===== config.mk =====
export PLATFORM = sky130hd
export DESIGN_NAME = dmem_arbiter
export DESIGN_NICKNAME = d
export VERILOG_FILES = /design/src/rtl/dmem_pkg.sv /design/src/rtl/dmem_access_check.sv /design/src/rtl/dmem_arbiter.sv
export SDC_FILE = /design/constraint.sdc
export NUM_CORES = 1
export LEC_CHECK = 0
export BUFFER_PORTS_ARGS = -buffer_cell sky130_fd_sc_hd__buf_2
export CORE_ASPECT_RATIO = 2
export CORE_MARGIN = 2
export CORE_UTILIZATION = 45
export DETAILED_ROUTE_END_ITERATION = 7
export PLACE_DENSITY_LB_ADDON = 0.3
export SKIP_CTS_REPAIR_TIMING = 1
export SLEW_MARGIN = 20
export SYNTH_ARGS = -nofsm -noshare
export SYNTH_HDL_FRONTEND = slang
export SYNTH_SLANG_ARGS = --single-unit

===== constraint.sdc =====
create_clock -name clk -period 8.3 [get_ports clk]
set_clock_uncertainty 0.15 [all_clocks]
set_input_delay 1.66 -clock clk [delete_from_list [all_inputs] [get_ports clk]]
set_output_delay 1.66 -clock clk [all_outputs]
set_load 0.02 [all_outputs]

===== src/rtl/dmem_pkg.sv =====
// Shared types and constants for the data-memory arbiter and its legality checker.
package dmem_pkg;

  localparam logic [2:0] F3_B  = 3'b000;
  localparam logic [2:0] F3_H  = 3'b001;
  localparam logic [2:0] F3_W  = 3'b010;
  localparam logic [2:0] F3_BU = 3'b100;
  localparam logic [2:0] F3_HU = 3'b101;

  localparam int unsigned REQ_ADDR_W = 32;

  typedef enum logic [0:0] {IDLE, ACCESS} state_t;

  typedef struct packed {
    logic                  we;
    logic [2:0]            funct3;
    logic [REQ_ADDR_W-1:0] addr;
    logic [31:0]           wdata;
  } mem_req_t;

  // Access width in bytes encoded by funct3[1:0].
  function automatic logic [2:0] access_size(logic [2:0] funct3);
    case (funct3[1:0])
      2'b00:   return 3'd1;
      2'b01:   return 3'd2;
      default: return 3'd4;
    endcase
  endfunction

endpackage


===== src/rtl/dmem_access_check.sv =====
// Combinational legality check of a load/store: funct3, alignment and bounds.
module dmem_access_check
  import dmem_pkg::*;
#(
  parameter int unsigned MEM_BYTES = 128,
  parameter int unsigned ADDR_W    = 32
) (
  input  logic              we,
  input  logic [2:0]        funct3,
  input  logic [ADDR_W-1:0] addr,
  output logic              legal
);

  localparam int unsigned EW = ADDR_W + 1;

  logic          f3_ok;
  logic          align_ok;
  logic          bound_ok;
  logic [EW-1:0] end_addr;

  always_comb begin
    f3_ok    = 1'b0;
    align_ok = 1'b1;
    case (funct3)
      F3_B, F3_H, F3_W: f3_ok = 1'b1;
      F3_BU, F3_HU:     f3_ok = !we;
      default:          f3_ok = 1'b0;
    endcase
    case (funct3)
      F3_H, F3_HU: align_ok = !addr[0];
      F3_W:        align_ok = (addr[1:0] == 2'b00);
      default:     align_ok = 1'b1;
    endcase
    // One extra bit so addr + size cannot wrap past the top of the address space.
    end_addr = {1'b0, addr} + EW'(access_size(funct3));
    bound_ok = (end_addr <= EW'(MEM_BYTES));
    legal    = f3_ok & align_ok & bound_ok;
  end

endmodule


===== src/rtl/dmem_arbiter.sv =====
// Round-robin two-requester arbiter and one-cycle sequencer for the data memory.
module dmem_arbiter
  import dmem_pkg::*;
#(
  parameter int unsigned MEM_BYTES = 128,
  parameter int unsigned ADDR_W    = REQ_ADDR_W
) (
  input  logic              clk,
  input  logic              rst,
  input  logic              r0_valid,
  output logic              r0_ready,
  input  logic              r0_we,
  input  logic [2:0]        r0_funct3,
  input  logic [ADDR_W-1:0] r0_addr,
  input  logic [31:0]       r0_wdata,
  output logic              r0_rsp_valid,
  output logic [31:0]       r0_rsp_rdata,
  output logic              r0_rsp_err,
  input  logic              r1_valid,
  output logic              r1_ready,
  input  logic              r1_we,
  input  logic [2:0]        r1_funct3,
  input  logic [ADDR_W-1:0] r1_addr,
  input  logic [31:0]       r1_wdata,
  output logic              r1_rsp_valid,
  output logic [31:0]       r1_rsp_rdata,
  output logic              r1_rsp_err,
  output logic              mem_read,
  output logic              mem_write,
  output logic [2:0]        mem_funct3,
  output logic [ADDR_W-1:0] mem_addr,
  output logic [31:0]       mem_wdata,
  input  logic [31:0]       mem_rdata
);

  state_t   state_q;
  logic     last_grant_q;
  logic     gid_q;
  mem_req_t req_q;
  mem_req_t sel_req;
  logic     grant_id;
  logic     hs;
  logic     legal;
  logic     in_access;

  always_comb begin
    // On contention the requester that did not win last time is preferred.
    grant_id = (r0_valid & r1_valid) ? ~last_grant_q : r1_valid;
    r0_ready = !rst && (state_q == IDLE) && r0_valid && !grant_id;
    r1_ready = !rst && (state_q == IDLE) && r1_valid && grant_id;
    hs       = r0_ready | r1_ready;

    sel_req.we     = grant_id ? r1_we     : r0_we;
    sel_req.funct3 = grant_id ? r1_funct3 : r0_funct3;
    sel_req.addr   = grant_id ? r1_addr   : r0_addr;
    sel_req.wdata  = grant_id ? r1_wdata  : r0_wdata;
  end

  dmem_access_check #(
    .MEM_BYTES(MEM_BYTES),
    .ADDR_W   (ADDR_W)
  ) u_check (
    .we    (req_q.we),
    .funct3(req_q.funct3),
    .addr  (req_q.addr),
    .legal (legal)
  );

  always_comb begin
    in_access  = !rst && (state_q == ACCESS);
    mem_read   = in_access && legal && !req_q.we;
    mem_write  = in_access && legal && req_q.we;
    mem_funct3 = req_q.funct3;
    mem_addr   = req_q.addr;
    mem_wdata  = req_q.wdata;
  end

  always_ff @(posedge clk) begin
    if (rst) begin
      state_q      <= IDLE;
      last_grant_q <= 1'b1;
      gid_q        <= 1'b0;
      req_q        <= '0;
      r0_rsp_valid <= 1'b0;
      r0_rsp_rdata <= '0;
      r0_rsp_err   <= 1'b0;
      r1_rsp_valid <= 1'b0;
      r1_rsp_rdata <= '0;
      r1_rsp_err   <= 1'b0;
    end else begin
      r0_rsp_valid <= 1'b0;
      r1_rsp_valid <= 1'b0;
      case (state_q)
        IDLE: begin
          if (hs) begin
            req_q        <= sel_req;
            gid_q        <= grant_id;
            last_grant_q <= grant_id;
            state_q      <= ACCESS;
          end
        end
        ACCESS: begin
          if (gid_q) begin
            r1_rsp_valid <= 1'b1;
            r1_rsp_rdata <= (legal && !req_q.we) ? mem_rdata : 32'h0;
            r1_rsp_err   <= !legal;
          end else begin
            r0_rsp_valid <= 1'b1;
            r0_rsp_rdata <= (legal && !req_q.we) ? mem_rdata : 32'h0;
            r0_rsp_err   <= !legal;
          end
          state_q <= IDLE;
        end
        default: state_q <= IDLE;
      endcase
    end
  end

endmodule

==> impl_metrics.ini <==
[clocking]
cts_tree = done
cts_buffer_depth = 2
clockRootBuffer = clkbuf_16
cts_sinks = 139
htreeDepth = 4
clk_latency_ns = 0.41
clkTransAtPathRegs_ns = 0.06
cts_buffers = 17

[setup_path]
crit_start = mem_funct3[0]$_SDFFE_PP0P_
r2r_setup_slack_ns = 4.27
crit_arrival_ns = 4.54
worstRegToRegCells = 9
critPathKind = reg2out
reg2reg_from = mem_funct3[0]$_SDFFE_PP0P_
required_ns = 6.49
cp_max_fo = 67
rr_endpoint = r1_rsp_err$_SDFFE_PP0P_
crit_end = mem_read
cp-start-kind = flop
cp-end-kind = output pin

[routing]
avgRoutedWirePerCell_um = 15.8
via_per_inst = 5.36
drc_errors = 0
routed_wl_um = 20900
first_pass_iters = 5
dr.first_iter.drc_count = 280
antenna_left = 0
num_vias = 7101

[cells_and_area]
drive_above_1_share_pct = 32.6
antenna_cells = 0
final_nets = 1289
layout_common_cells = buf_2 (309), dfxtp_1 (139), nand2_1 (133)
stdcell_count = 1324
area_growth_syn_to_layout_pct = 32.0
final_common_cell = buf_2
final_util_pct = 60.1

[floorplan]
io_pins = 311
initial_utilization_pct = 45.5
die_area_sq_um = 16400
coreArea_sq_um = 15100
rows = 64
fp.dieH_um = 179
die_x_um = 91.5

[power_and_ir_drop]
powerDensity_nw_per_um2 = 205
max-vdd-ir-drop_v = 0.000152
power.share.switching_pct = 29.4
switchingPower_mw = 0.547
power_frac_clock_pct = 43.1
seqPwrFrac_pct = 39.3
p_int_mw = 1.31
comb_power_share_pct = 17.6
total_leakage_power_nw = 3.92
total_power_mw = 1.86

[min_path]
hold_class = reg2reg

[flow_run]
maxCapViolCount = 0

[synth]
ys.flop_type = dfxtp_1
synth_edf_count = 0
syn_area_per_cell_sq_um = 8.11
async_flop_share_pct = 0
yosysSeqAreaShare_pct = 40.4
yosysWarnings = 0
ys_types = 58
ys_ff_latch = 139
synthCells = 850
synth_nets = 1026
netlist_area_sq_um = 6890

[timing]
slew_headroom_pct = 30.4
layout_worst_path_cycle_share_pct = 76.5
slew_viol_final = 0
setup_viol = 0
finalWorstSetupSlack_ns = 1.95
hold_viol_final = 0
fin_crit_ns = 6.35
final.setup.tns_ns = 0
worstMarginPinSlew_ns = 1.04
timing.fmax_mhz = 158
rsz0062_at_grt = false

[placed_design]
port-buffer-count = 310
numPlacedInstances = 1292
dp_hpwl_um = 14600
dp_slack_ns = 2.44
place.gp.congestion = 0.869

[global_routing]
grt_pass1_wl_um = 32600
grt_max_degree = 115
track_usage_pct = 24.7
grt_pass1_vias = 6621
overflow = 0
antenna_found_initial = 0

[run_status]
status = completed
==> critical path: stages, from the launching register on <==
cell and delay (ns):
dfxtp_1 0.41, nor2b_1 0.25, fa_1 0.32, a21oi_1 0.19
nor4_2 0.82, a21boi_0 0.23, or4b_1 0.54, a22oi_2 0.27
nand2_4 0.39, nor4_1 0.46, buf_2 0.23
==> per-layer routing <==
| metal | up-vias | wire length, um | global-route usage, % |
|---|---|---|---|
| met2 | 310 | 10100 | 40.8 |
| met5 | - | 0 | 0 |
| met3 | 31 | 1540 | 6.47 |
| li1 | 3530 | - | - |
| met1 | 3230 | 8880 | 31.0 |
| met4 | 0 | 389 | 8.33 |
==> layout make-up <==
cell class                      instances  area, sq um
Clock inverter                         13          178
Multi-Input combinational cell        630         3800
Clock buffer                           19          443
Timing Repair Buffer                  319         1620
Inverter                                6         22.5
Sequential cell                       139         2780
Tap cell                              198          248
Fill cell                            1385         6040
==> Yosys cell counts (2+ instances only) <==
master,count,share of area (%)
a211o_1,2,0.25
a211oi_1,70,7.6
a21boi_0,2,0.22
a21o_1,2,0.22
a21oi_1,8,0.58
a311o_1,2,0.29
a31oi_1,3,0.27
a41oi_1,2,0.25
and2_1,2,0.18
and3_1,4,0.36
and4_1,5,0.64
buf_1,7,0.38
buf_2,7,0.51
buf_6,4,0.65
clkbuf_1,55,3.0
dfxtp_1,139,40
ha_1,3,0.54
inv_1,6,0.33
mux2i_1,70,10
nand2_1,134,7.3
nand2b_1,34,3.1
nand3_1,10,0.73
nand3_2,2,0.29
nand3b_1,2,0.22
nand4_1,8,0.73
nor2_1,84,4.6
nor3_1,72,5.2
nor3b_1,4,0.44
nor4_1,3,0.27
nor4_2,2,0.36
o21ai_0,35,2.5
o21ai_1,31,2.3
or3_1,4,0.36
xnor2_1,7,0.89
xor2_1,2,0.25
==> flip-flops by register name, indices dropped and copies added, names as in the netlist <==
| name | flops |
|---|---|
| state_q | 1 |
| r1_rsp_rdata | 32 |
| mem_wdata | 32 |
| r0_rsp_valid | 1 |
| mem_funct3 | 3 |
| r0_rsp_rdata | 32 |
| req_q | 1 |
| r1_rsp_err | 1 |
| mem_addr | 32 |
| r1_rsp_valid | 1 |
| gid_q | 1 |
| r0_rsp_err | 1 |
| last_grant_q | 1 |
==> worst min-delay path by stage <==
stage	startpoint	to	cells after the start
3_5_place_dp	r0_rsp_rdata[1]$_SDFFE_PP0P_	r0_rsp_rdata[1]$_SDFFE_PP0P_	2
2_1_floorplan	last_grant_q$_SDFFE_PP1P_	last_grant_q$_SDFFE_PP1P_	1
6_report	r0_rsp_rdata[26]$_SDFFE_PP0P_	r0_rsp_rdata[26]$_SDFFE_PP0P_	2
4_1_cts	r0_rsp_rdata[1]$_SDFFE_PP0P_	r0_rsp_rdata[1]$_SDFFE_PP0P_	2
5_1_grt	r0_rsp_rdata[1]$_SDFFE_PP0P_	r0_rsp_rdata[1]$_SDFFE_PP0P_	2
3_3_place_gp	r0_rsp_rdata[6]$_SDFFE_PP0P_	r0_rsp_rdata[6]$_SDFFE_PP0P_	2
==> through the flow <==
step / hold WS (ns) / area, sq um
final: 0.293 / 9100
after global routing: 0.303 / 9100
after CTS: 0.294 / 9100
after detailed placement: 0.286 / 8480
after global placement: 0.281 / 8470
after floorplan: 0.305 / 6890
==> power by group through the flow <==
stage,Clock (mW),Combinational [mW],Sequential [mW]
floorplan,0,0.183,0.773
finish,0.802,0.328,0.732
CTS,0.814,0.329,0.732
global placement,0,0.323,0.743
global route,0.844,0.358,0.737
detailed placement,0,0.327,0.746
==> kinds of logic after synthesis <==
| group | count (synthesis) | synth area share [%] |
|---|---|---|
| adders and majority gates | 4 | 0.835 |
| muxes | 70 | 10.2 |
| xor gates and xnor gates | 9 | 1.14 |
| and+or+nand+nor | 377 | 25.8 |
| buffers and inverters | 81 | 5.05 |
| DFF | 139 | 40.4 |
| AOI/OAI and AO/OA | 170 | 16.6 |
No activity file was read; power rests on OpenSTA's default activity.
